===== src/rtl/axis_packetizer.sv =====
// axis_packetizer: groups a tlast-less AXI-Stream into fixed PKT_LEN-beat
// packets and marks the final beat of each with m_axis_tlast. A registered
// output slice gives one cycle of latency at full throughput.
// Optional feature macro: AXIS_PKT_TIMEOUT_EN -- when defined, a partial
// packet that sees TIMEOUT idle input cycles is completed with PAD_WORD beats.
module axis_packetizer #(
    parameter int                        AXI_DATA_WIDTH = 32,
    parameter int                        PKT_LEN        = 16,
    parameter int                        TIMEOUT        = 64,
    parameter logic [AXI_DATA_WIDTH-1:0] PAD_WORD       = '0
) (
    input  logic                      aclk,
    input  logic                      aresetn,
    input  logic [AXI_DATA_WIDTH-1:0] s_axis_tdata,
    input  logic                      s_axis_tvalid,
    output logic                      s_axis_tready,
    output logic [AXI_DATA_WIDTH-1:0] m_axis_tdata,
    output logic                      m_axis_tvalid,
    input  logic                      m_axis_tready,
    output logic                      m_axis_tlast,
    output logic [15:0]               pkt_count,
    output logic                      busy
);

    localparam int CNT_W = (PKT_LEN > 1) ? $clog2(PKT_LEN) : 1;
    localparam logic [CNT_W-1:0] LAST_IDX = CNT_W'(PKT_LEN - 1);

    typedef enum logic [1:0] {
        IDLE,
        FILL,
        PAD
    } state_t;

    state_t                      state;
    state_t                      next_state;
    logic [CNT_W-1:0]            beat_cnt;
    logic                        slot_free;
    logic                        in_fire;
    logic                        pad_fire;
    logic                        load;
    logic                        last_beat;
    logic [AXI_DATA_WIDTH-1:0]   load_data;
    logic                        tmo;

    assign slot_free     = !m_axis_tvalid || m_axis_tready;
    assign s_axis_tready = slot_free && (state != PAD) && aresetn;
    assign in_fire       = s_axis_tvalid && s_axis_tready;
    assign load          = in_fire || pad_fire;
    assign last_beat     = (beat_cnt == LAST_IDX);
    assign busy          = (state != IDLE);

`ifdef AXIS_PKT_TIMEOUT_EN
    localparam int TMR_W = (TIMEOUT > 1) ? $clog2(TIMEOUT) : 1;
    localparam logic [TMR_W-1:0] TMR_LAST = TMR_W'(TIMEOUT - 1);

    logic [TMR_W-1:0] idle_tmr;

    assign pad_fire  = (state == PAD) && slot_free;
    assign load_data = in_fire ? s_axis_tdata : PAD_WORD;
    assign tmo       = (state == FILL) && !s_axis_tvalid && (idle_tmr == TMR_LAST);

    // Idle timer: counts input-idle cycles mid-packet; any valid input clears it.
    // It also clears on the expiry cycle itself so it never overflows.
    always_ff @(posedge aclk or negedge aresetn) begin
        if (!aresetn) begin
            idle_tmr <= '0;
        end else if ((state == FILL) && !s_axis_tvalid && (idle_tmr != TMR_LAST)) begin
            idle_tmr <= idle_tmr + 1'b1;
        end else begin
            idle_tmr <= '0;
        end
    end
`else
    logic unused_cfg;

    assign pad_fire   = 1'b0;
    assign load_data  = s_axis_tdata;
    assign tmo        = 1'b0;
    assign unused_cfg = ^{PAD_WORD, TIMEOUT};
`endif

    // State register.
    always_ff @(posedge aclk or negedge aresetn) begin
        if (!aresetn) begin
            state <= IDLE;
        end else begin
            state <= next_state;
        end
    end

    // Next-state logic: packet start, completion and timeout-driven padding.
    always_comb begin
        next_state = state;
        case (state)
            IDLE: begin
                if (in_fire && (PKT_LEN > 1)) begin
                    next_state = FILL;
                end
            end
            FILL: begin
                if (load && last_beat) begin
                    next_state = IDLE;
                end else if (tmo) begin
                    next_state = PAD;
                end
            end
            PAD: begin
                if (pad_fire && last_beat) begin
                    next_state = IDLE;
                end
            end
            default: next_state = IDLE;
        endcase
    end

    // Beat position within the current packet; wraps after the tlast beat.
    always_ff @(posedge aclk or negedge aresetn) begin
        if (!aresetn) begin
            beat_cnt <= '0;
        end else if (load) begin
            beat_cnt <= last_beat ? '0 : beat_cnt + 1'b1;
        end
    end

    // Output slice: load a new beat when the slot is free, else hold until accepted.
    always_ff @(posedge aclk or negedge aresetn) begin
        if (!aresetn) begin
            m_axis_tdata  <= '0;
            m_axis_tvalid <= 1'b0;
            m_axis_tlast  <= 1'b0;
        end else if (load) begin
            m_axis_tdata  <= load_data;
            m_axis_tvalid <= 1'b1;
            m_axis_tlast  <= last_beat;
        end else if (m_axis_tready) begin
            m_axis_tvalid <= 1'b0;
            m_axis_tlast  <= 1'b0;
        end
    end

    // Completed-packet counter, advanced on each master-side tlast handshake.
    always_ff @(posedge aclk or negedge aresetn) begin
        if (!aresetn) begin
            pkt_count <= '0;
        end else if (m_axis_tvalid && m_axis_tready && m_axis_tlast) begin
            pkt_count <= pkt_count + 16'd1;
        end
    end

endmodule


===== config.mk =====
export PLATFORM = sky130hd
export DESIGN_NAME = axis_packetizer
export DESIGN_NICKNAME = d
export VERILOG_FILES = /design/src/rtl/axis_packetizer.sv
export SDC_FILE = /design/constraint.sdc
export NUM_CORES = 1
export LEC_CHECK = 0
export BUFFER_PORTS_ARGS = -buffer_cell sky130_fd_sc_hd__buf_2
export CAP_MARGIN = 20
export CORE_ASPECT_RATIO = 2
export CORE_MARGIN = 2
export CORE_UTILIZATION = 45
export CTS_CLUSTER_SIZE = 10
export DETAILED_ROUTE_END_ITERATION = 8
export PLACE_DENSITY = 0.77
export SLEW_MARGIN = 20
export SYNTH_ARGS = -nofsm -noshare
export SYNTH_HDL_FRONTEND = slang
export SYNTH_SLANG_ARGS = --single-unit

===== constraint.sdc =====
create_clock -name aclk -period 1.55 [get_ports aclk]
set_input_delay 0.465 -clock aclk [delete_from_list [all_inputs] [get_ports aclk]]
set_output_delay 0.465 -clock aclk [all_outputs]
set_load 0.01 [all_outputs]

# After elaboration in Yosys (flattened, before gate mapping)
# Index checks and enable logic that the tools add are counted.
classes:
  n_addsub: 2
  eq_ne: 6
  muxes: 7
  bitwise_logic: 1
  n_reduce_logical: 12
op_table:
  columns: ["operator", "n"]
  rows:
  - ["$add 16x1->16 const B", 1]
  - ["$logic_and 1x1->1", 6]
  - ["$ne 2x2->1 const B", 3]
  - ["$pmux 2 s3", 1]
  - ["$add 4x1->4 const B", 1]
  - ["$eq 4x4->1 const B", 1]
  - ["$mux 2", 2]
  - ["$mux 4", 1]
  - ["$reduce_bool 2->1", 2]
  - ["$mux 1", 3]
  - ["$reduce_and 3->1", 1]
  - ["$eq 2x1->1 const B", 1]
  - ["$eq 2x2->1 const B", 1]
  - ["$logic_not 2->1", 1]
  - ["$logic_not 1->1", 1]
  - ["$logic_or 1x1->1", 1]
  - ["$not 1->1", 1]
totals:
  register_bits: 56
  in_bits: 36
  out_inout_bits: 52
  word_cells: 34

# Logic depth before layout (Yosys ltp)
# Gate-level depths: netlist (run 1).
depth:
  ltp_word: 8
  mapped_depth: 6

# Worst setup path before layout (run 1)
# No wires, ideal clock.
synth_timing:
  path_type: "flip-flop to flip-flop"
  from: "reg pkt_count[0]"
  to: "reg pkt_count[10]"
  arrival_time_ps: 1259
  required_time_ps: 1424
  setup_slack_ps: 165
  stages_incl_launch_ff: 6
  path_buffers: 0
  synth_period_minus_slack_ps: 1385
  path_cell_list: "dfrtp_1 -> ha_1 -> nand4_1 -> nor4_2 -> nand2_1 -> xnor2_1"
synth_via:
  elab_chain_cells: 1
synth_rtl:
  columns: ["element", "line_no", "text"]
  rows:
  - ["start: declaration", "21", "output logic [15:0] pkt_count,"]
  - ["start signal: assignment", "146", "pkt_count <= pkt_count + 16'd1;"]
  - ["$add 16x1->16", "146", null]
# No other way between the ends.
# A chain may end at the register's enable or synchronous reset.

# Worst setup path in the final report (run 1)
layout_timing:
  from: "reg m_axis_tvalid"
  to: "out s_axis_tready"
layout_via:
  elab_chain_cells: 4
layout_rtl:
  columns: ["element", "line_no", "text"]
  rows:
  - ["start: declaration", "18", "output logic m_axis_tvalid,"]
  - ["start signal: assignment", "129", "m_axis_tvalid <= 1'b0;"]
  - ["start signal: assignment", "133", "m_axis_tvalid <= 1'b1;"]
  - ["start signal: assignment", "136", "m_axis_tvalid <= 1'b0;"]
  - ["$logic_not 1->1", "45", "assign slot_free = !m_axis_tvalid || m_axis_tready;"]
  - ["$logic_or 1x1->1", "45", null]
  - ["$logic_and 1x1->1 (2 in series)", "46", "assign s_axis_tready = slot_free && (state != PAD) && aresetn;"]
  - ["end: declaration", "16", "output logic s_axis_tready,"]
# No other way between the ends.

==> flow_summary.json, run 1 <==
{
  "synthCells": 223,
  "routedWlPerCell_um": 13.4,
  "ys_seq_elements": 55,
  "drive_gt1_share_pct": 36.4,
  "clock.fmax_ghz": 0.655,
  "finalHoldViolCount": 0,
  "syn2layout_area_growth_pct": 31.6,
  "pwr-share-clk_pct": 26.8,
  "start_kind": "flop",
  "critical_path.max_fanout": 2,
  "first_global_vias": 1926,
  "clk_pin_slew_ns": 0.09,
  "p_per_area_nw_per_um2": 1080,
  "grtUsageMet1_pct": 20.1,
  "vias": 1885,
  "htreeDepth": 2,
  "r2r_cells": 5,
  "numCtsBuffers": 5,
  "rr_startpoint": "pkt_count[1]",
  "fill_cells": 432,
  "hp-class": "input pin to asynchronous set/reset pin",
  "dp_hpwl_um": 3940,
  "routed_wl_um": 5130,
  "r2r_setup_slack_ns": 0.09,
  "p_sw_share_pct": 28.2,
  "dieArea_um2": 5610,
  "seq_area_frac_synth_pct": 61.2,
  "syn_area_um2": 2250,
  "drv_cap": 0,
  "status": "complete, no violations",
  "grt_start_max_net_pins": 25,
  "cp.required_ns": 1.08,
  "initial_core_util_pct": 46.6,
  "drt-initial-drc-count": 26,
  "cts_root_buffer": "clkbuf_8",
  "cp.arrival_ns": 1.06,
  "gr-usage-met2_pct": 36.1,
  "pwr-share-comb_pct": 18.4,
  "drv_slew": 0,
  "antenna_found_initial": 0,
  "die_x_um": 54.0,
  "p_leak_uw": 0.00168,
  "clockBufferDepth": 2,
  "n_antenna_cell": 0,
  "setup_viol": 0,
  "relSlewSlack_pct": 79.3,
  "globalplace.congestion": 0.809,
  "globalRouteMet3Util_pct": 4.17,
  "via_per_inst": 4.91,
  "rr_endpoint": "pkt_count[6]",
  "rows": 36,
  "avgSynthCellArea_um2": 10.1,
  "die_y_um": 104,
  "worst_setup_path_end_kind": "output port",
  "firstDrtPassIters": 5,
  "grt_pass1_wl_um": 8330,
  "io_pins": 88,
  "busiest_layer": "met2",
  "crit_type": "flop to output port",
  "cts_tree": "done",
  "clock-sinks": 55,
  "finalCriticalPeriod_ns": 1.53,
  "syn-num-nets": 261,
  "fin_setup_tns_ns": 0,
  "worst_pin_slew_ns": 0.309,
  "min_period_over_period_pct": 98.4,
  "ant_nets": 0,
  "worstSkewPairLatency_ns": 0.31,
  "grt.total_usage_pct": 20.2,
  "grt-ovfl-total": 0,
  "ir_drop_mv": 0.819,
  "p_seq_share_pct": 54.8,
  "yosysWarnings": 0,
  "hold_slack_ns": 0.172,
  "drc": 0,
  "fin_nets": 364,
  "fin_skew_ns": 0.00464,
  "ys_types": 27,
  "rsz0062_at_grt": "yes",
  "port-buffer-count": 87,
  "switchingPower_uw": 901,
  "internal-power_uw": 2290,
  "core-area_um2": 4820
}
flip-flops by register name, summed over array words and instances, names as in the netlist:
| register | count |
|---|---|
| m_axis_tdata | 32 |
| pkt_count | 16 |
| beat_cnt | 4 |
| m_axis_tlast | 1 |
| m_axis_tvalid | 1 |
| state | 1 |
worst max-delay path by stage:
stage / start / endpoint / slack [ns] / cells past startpoint
after floorplan: pkt_count[0] / pkt_count[10] / 0.17 / 5
after global placement: m_axis_tready / s_axis_tready / 0.03 / 4
after detailed placement: m_axis_tready / pkt_count[12] / -0.01 / 5
after CTS: pkt_count[0] / pkt_count[12] / -0.01 / 5
after global routing: m_axis_tvalid / s_axis_tready / -0.03 / 3
final: m_axis_tvalid / s_axis_tready / 0.02 / 3
worst max-delay path, cell delays in order, from the launching register on:
cell      delay, ns
dfrtp_1        0.40
nand2b_1       0.10
and2_1         0.13
buf_2          0.12
layout make-up:
type,count,area [µm²],area share [%]
well taps,57,71.3,2.41
flip-flops and latches,55,1380,46.6
clock buffers,8,100,3.38
repair buffers,103,568,19.2
inverters,3,11.3,0.381
multi-input cells,158,830,28.0
power groups by stage:
| stage | clock, µW | combinational [µW] | sequential (µW) |
|---|---|---|---|
| floorplan | 0 | 223 | 1830 |
| global placement | 0 | 562 | 1770 |
| detailed placement | 0 | 582 | 1780 |
| CTS | 882 | 588 | 1750 |
| global route | 928 | 667 | 1780 |
| finish | 855 | 588 | 1750 |
per-layer routing:
layer	up-vias	wire [µm]
li1	908	-
met1	913	1770
met2	51	3000
met3	13	209
met4	0	146
met5	-	0
cell usage in the layout (no fill, tap or decap), drive strengths merged:
cell    instances
o31ai           1
nand3           6
a21o            1
a311oi          1
nand2         106
clkbuf          8
or2             1
nor2            2
dfrtp          55
nand2b          2
xor2            4
and3            4
buf           103
nor4            2
inv             3
nand4           6
ha              2
a21oi           1
xnor2          12
mux2            2
nor3            2
and2            1
o21ai           2
cell usage after synthesis, drive strengths merged:
cell type,instances,area (µm²)
nand2,106,398
nand2b,2,12.5
nand3,6,40.0
dfrtp,55,1380
inv,3,11.3
mux2,2,22.5
xor2,4,35.0
clkbuf,3,11.3
a311oi,1,8.76
and2,1,6.26
a21o,1,7.51
xnor2,12,105
a21oi,1,5.00
buf,4,30.0
or2,1,6.26
nand4,6,52.6
ha,2,25.0
nor2,2,7.51
nor3,2,10.0
and3,4,25.0
nor4,2,33.8
o31ai,1,7.51
o21ai,2,10.0
stage by stage:
stage / util (%) / total power [µW] / cell area [µm²] / cells / worst slack [ns]
after floorplan: - / 2050 / 2250 / 223 / 0.165
after global placement: 58.1 / 2340 / 2800 / 370 / 0.0259
after detailed placement: 58.1 / 2360 / 2800 / 370 / -0.0130
after CTS: 60.3 / 3220 / 2910 / 379 / -0.0114
after global routing: 61.4 / 3370 / 2960 / 384 / -0.0335
final: 61.4 / 3190 / 2960 / 384 / 0.0243
logic make-up after synthesis:
group	after synthesis	share of synthesized area, %
adders and majority gates	2	1.11
DFF	55	61.2
and+or+nand+nor	132	26.3
buffers and inverters	10	2.34
xor gates and xnor gates	16	6.24
muxes	2	1.00
AOI/OAI and AO/OA	6	1.73
repair_timing:
action,CTS,global route
hold buffers,0,0
setup buffers,1,5
endpoints found under the setup margin,3,6
resized for setup,0,3
pin swaps,0,0
Note: power is estimated with default switching activity, not from simulation.
==> run 2: changes to the inputs <==
- CELL_PAD_IN_SITES_DETAIL_PLACEMENT: default -> 1
- CELL_PAD_IN_SITES_GLOBAL_PLACEMENT: default -> 2
- CORE_ASPECT_RATIO: 2 -> default
- CORE_UTILIZATION: 45 -> 28
- PLACE_DENSITY: 0.77 -> 0.8
==> run 2 against run 1 <==
Compared with the run above: fmax up 0.83%; core utilization shrank 23 points; critical path depth unchanged; sequential share of layout area fell by 0.43 points; power decreased by 2.1%; via count shrank 1.1%; flip-flop and latch count unchanged; design area grew 0.85%; setup slack better by 0.013 ns; clock skew increased by 0.00061 ns; die area grew 56%; final cell count grew 11%.
==> flow_summary.json, run 2 (synthesized netlist as in run 1, its figures left out) <==
{
  "die_y_um": 93.6,
  "drv_cap": 0,
  "core-area_um2": 7770,
  "grt-ovfl-total": 0,
  "hp-class": "input pin to asynchronous set/reset pin",
  "htreeDepth": 2,
  "status": "complete, no violations",
  "cp_num_buf_inv": 1,
  "crit_type": "flop to output port",
  "worst_pin_slew_ns": 0.360,
  "drt-initial-drc-count": 37,
  "fin_nets": 363,
  "clock-sinks": 55,
  "p_leak_uw": 0.00167,
  "setup_slack_ns": 0.0368,
  "drv_slew": 0,
  "clock.fmax_ghz": 0.661,
  "ant_nets": 0,
  "grt_start_max_net_pins": 28,
  "clockBufferDepth": 2,
  "setup_viol": 0,
  "port-buffer-count": 87,
  "io_pins": 88,
  "cp_top_family": "flip-flops",
  "rr_startpoint": "pkt_count[0]",
  "grt_pass1_wl_um": 9050,
  "regMostFlops": "m_axis_tdata",
  "cts_hold_buffers": 0,
  "die_x_um": 93.6,
  "fin_setup_tns_ns": 0,
  "routedWlPerCell_um": 12.8,
  "final_area_um2": 2980,
  "rsz0062_at_grt": "yes",
  "n_antenna_cell": 0,
  "rows": 32,
  "vias": 1864,
  "cp_slowest_cell": "dfrtp_1",
  "critical_path.max_fanout": 2,
  "min_period_over_period_pct": 97.6,
  "drive_gt1_share_pct": 35.6,
  "fin_skew_ns": 0.00525,
  "multiInputGateArea_um2": 818,
  "relSlewSlack_pct": 76.0,
  "busiest_layer": "met2",
  "r2r_cells": 5,
  "cts_root_buffer": "clkbuf_8",
  "numCtsBuffers": 5,
  "fill_cells": 951,
  "preCtsSetupSlack_ns": -0.128,
  "start_kind": "flop",
  "crit_path_cell_trace": "nand2b_1 -> and2_1 -> buf_2",
  "p_per_area_nw_per_um2": 1050,
  "grtUsageMet1_pct": 15.7,
  "globalplace.congestion": 0.775,
  "ff_latch_area_um2": 1380,
  "ir_drop_mv": 0.448,
  "mostFrequentLayoutCells": "nand2_1 (106), buf_2 (87), dfrtp_1 (55)",
  "worstSkewPairLatency_ns": 0.31,
  "dieArea_um2": 8760,
  "dp_hpwl_um": 4090,
  "rr_endpoint": "pkt_count[12]",
  "routed_wl_um": 5490,
  "startpoint": "m_axis_tvalid",
  "drc": 0,
  "clk_pin_slew_ns": 0.09,
  "largest_registers": "m_axis_tdata: 32 flops, pkt_count: 16 flops, beat_cnt: 4 flops",
  "finalCriticalPeriod_ns": 1.51,
  "gr-usage-met2_pct": 23.8,
  "syn2layout_area_growth_pct": 32.7,
  "first_global_vias": 1918,
  "cts_tree": "done",
  "placed_cell_area_um2": 2880,
  "crit_path_max_incr_delay_ns": 0.40,
  "initial_core_util_pct": 28.9,
  "worst_setup_path_end_kind": "output port",
  "cp.required_ns": 1.08,
  "via_per_inst": 4.36,
  "r2r_setup_slack_ns": 0.13,
  "final_common_cell": "nand2_1",
  "grt.total_usage_pct": 13.2,
  "largest_register_ffs": 32,
  "antenna_found_initial": 0,
  "firstDrtPassIters": 4,
  "finalHoldViolCount": 0,
  "post-route-util_pct": 38.4,
  "cp.arrival_ns": 1.05,
  "globalRouteMet3Util_pct": 3.22
}
## run 2: how the worst max path moves through the flow
stage	endpoint	slack [ns]	cells past startpoint
2_1_floorplan	pkt_count[10]	0.17	5
4_1_cts	s_axis_tready	0.04	3
3_5_place_dp	beat_cnt[3]	-0.13	6
3_3_place_gp	beat_cnt[2]	-0.08	6
6_report	s_axis_tready	0.04	3
5_1_grt	pkt_count[14]	-0.02	5
## run 2: report_power, final
part / leakage, µW / switching (µW) / total, µW / internal (µW)
clock: 0.0000412 / 471 / 789 / 317
combinational: 0.000925 / 324 / 586 / 261
sequential: 0.000700 / 133 / 1750 / 1620
## run 2: cell type report
cell class              count  area share (%)
repair buffers            102            18.9
well taps                 102            4.28
flip-flops and latches     55            46.1
multi-input cells         158            27.4
clock inverters             2           0.419
clock buffers               6            2.43
inverters                   3           0.378
## run 2: routing by layer
metal,routed length (µm),vias to the layer above
met5,0,-
met4,61,0
met3,304,5
met2,2760,54
met1,2370,898
li1,-,907
## run 2: per-stage QoR
stage / instances / total power (µW) / hold WS, ns
after floorplan: 223 / 2050 / 0.169
after global placement: 418 / 2350 / 0.453
after detailed placement: 418 / 2380 / 0.458
after CTS: 428 / 3190 / 0.142
after global routing: 428 / 3350 / 0.145
final: 428 / 3130 / 0.151
## run 2: what timing repair did
action	4_1_cts	5_1_grt
resized for setup	0	1
setup buffers	2	0
pin swaps	0	1
endpoints found under the setup margin	1	6
==> run 3: changes to the inputs <==
- CORE_ASPECT_RATIO: default -> 1.5
==> run 3 against run 2 <==
Compared with the run above: die area grew 0.17%; non-clock buffer count is 1 higher; clock skew fell by 0.00052 ns; critical endpoint unchanged; final cell count grew 0.47%; highest routed layer unchanged; largest power group unchanged.
==> flow_summary.json, run 3 (synthesized netlist as in run 1, its figures left out) <==
{
  "placed_cell_area_um2": 2880,
  "cp_num_buf_inv": 2,
  "final_common_cell": "nand2_1",
  "rows": 40,
  "dieArea_um2": 8770,
  "status": "complete, no violations",
  "p_leak_uw": 0.00169,
  "cts_hold_buffers": 0,
  "grt-ovfl-total": 0,
  "core-area_um2": 7910,
  "via_per_inst": 4.35,
  "die_x_um": 77.1,
  "first_global_vias": 1917,
  "die_y_um": 114,
  "drt-initial-drc-count": 47,
  "finalCriticalPeriod_ns": 1.51,
  "r2r_cells": 5,
  "relSlewSlack_pct": 64.3,
  "worst_setup_path_end_kind": "output port",
  "cp.required_ns": 1.08,
  "finalHoldViolCount": 0,
  "ant_nets": 0,
  "crit_type": "input pin to output port",
  "io_pins": 88,
  "firstDrtPassIters": 4,
  "largest_registers": "m_axis_tdata: 32 flops, pkt_count: 16 flops, beat_cnt: 4 flops",
  "routedWlPerCell_um": 12.9,
  "final_area_um2": 3050,
  "cp_top_family": "simple AND/OR/NAND/NOR gates",
  "mostFrequentLayoutCells": "nand2_1 (106), buf_2 (87), dfrtp_1 (53)",
  "drv_slew": 0,
  "port-buffer-count": 87,
  "critical_path.max_fanout": 5,
  "worst_pin_slew_ns": 0.536,
  "worstSkewPairLatency_ns": 0.29,
  "drive_gt1_share_pct": 36.3,
  "syn2layout_area_growth_pct": 35.6,
  "initial_core_util_pct": 28.4,
  "drv_cap": 0,
  "post-route-util_pct": 38.5,
  "cts_tree": "done",
  "grt.total_usage_pct": 13.2,
  "crit_path_cell_trace": "buf_2 -> nand2b_1 -> and2_1 -> buf_2",
  "htreeDepth": 2,
  "setup_viol": 0,
  "clockBufferDepth": 2,
  "routed_wl_um": 5540,
  "clock-sinks": 55,
  "p_total_uw": 3380,
  "grt_pass1_wl_um": 9220,
  "cp_common_cell": "buf_2",
  "min_period_over_period_pct": 97.2,
  "clk_pin_slew_ns": 0.06,
  "ir_drop_mv": 0.475,
  "p_per_area_nw_per_um2": 1110,
  "antenna_found_initial": 0,
  "numCtsBuffers": 5,
  "worst-path-stages": 4,
  "cts_root_buffer": "clkbuf_16",
  "start_kind": "input pin",
  "regMostFlops": "m_axis_tdata",
  "vias": 1870,
  "fill_cells": 1000,
  "drc": 0,
  "grt_start_max_net_pins": 42,
  "hp-class": "input pin to asynchronous set/reset pin",
  "crit_path_max_incr_delay_ns": 0.16,
  "dp_hpwl_um": 4100,
  "fin_skew_ns": 0.00473,
  "fin_nets": 364,
  "largest_register_ffs": 32,
  "n_antenna_cell": 0,
  "globalplace.congestion": 0.712,
  "clock.fmax_ghz": 0.664,
  "cp.arrival_ns": 1.04,
  "cp_slowest_cell": "nand2b_1"
}
[run 3: changes by cell type in the layout (fill, tap and decap cells not counted), sizes merged]
| cell | change |
|---|---|
| buf | +1 |
| clkinv | -1 |
| clkinvlp | -1 |
[run 3: final timing paths]
path / start / to / slack, ns
min in group aclk: s_axis_tdata[23] / m_axis_tdata[23] / 0.37
max: m_axis_tready / s_axis_tready / 0.04
max in group asynchronous: aresetn / pkt_count[0] / 0.81
min reg2reg: m_axis_tdata[16] / m_axis_tdata[16] / 0.47
min: aresetn / m_axis_tdata[3] / 0.17
max reg2reg: pkt_count[0] / pkt_count[10] / 0.10
[run 3: power breakdown]
| part | switching [µW] | total, µW | leakage (µW) | internal, µW |
|---|---|---|---|---|
| combinational | 320 | 578 | 0.000930 | 259 |
| sequential | 133 | 1750 | 0.000697 | 1620 |
| clock | 469 | 1050 | 0.0000628 | 582 |
| total | 922 | 3380 | 0.00169 | 2460 |
[run 3: timing repair]
| action | CTS | global route |
|---|---|---|
| gates resized for setup | 0 | 4 |
| pin swaps | 0 | 1 |
| setup buffers | 1 | 3 |
| setup endpoints to repair | 1 | 8 |
[run 3: layer usage]
layer  GRT usage, %  share of wire (%)
met5              0                  0
met1           15.1                 39
met2           24.4                 56
met4           3.93               0.99
met3           3.01                4.0
[run 3: through the flow]
step / setup TNS, ns / instances / hold slack, ns / worst slack [ns]
floorplan: 0 / 223 / 0.169 / 0.165
global placement: 0 / 420 / 0.452 / 0.0156
detailed placement: 0 / 420 / 0.460 / 0.0123
CTS: 0 / 427 / 0.163 / 0.0186
global route: -0.212 / 430 / 0.169 / -0.0574
finish: 0 / 430 / 0.174 / 0.0431
[run 3: layout make-up]
| class | instances | area (µm²) | area share, % |
|---|---|---|---|
| flip-flops and latches | 55 | 1380 | 45.2 |
| clock buffers | 6 | 129 | 4.23 |
| inverters | 3 | 11.3 | 0.369 |
| repair buffers | 103 | 568 | 18.6 |
| multi-input cells | 158 | 830 | 27.2 |
| well taps | 105 | 131 | 4.31 |
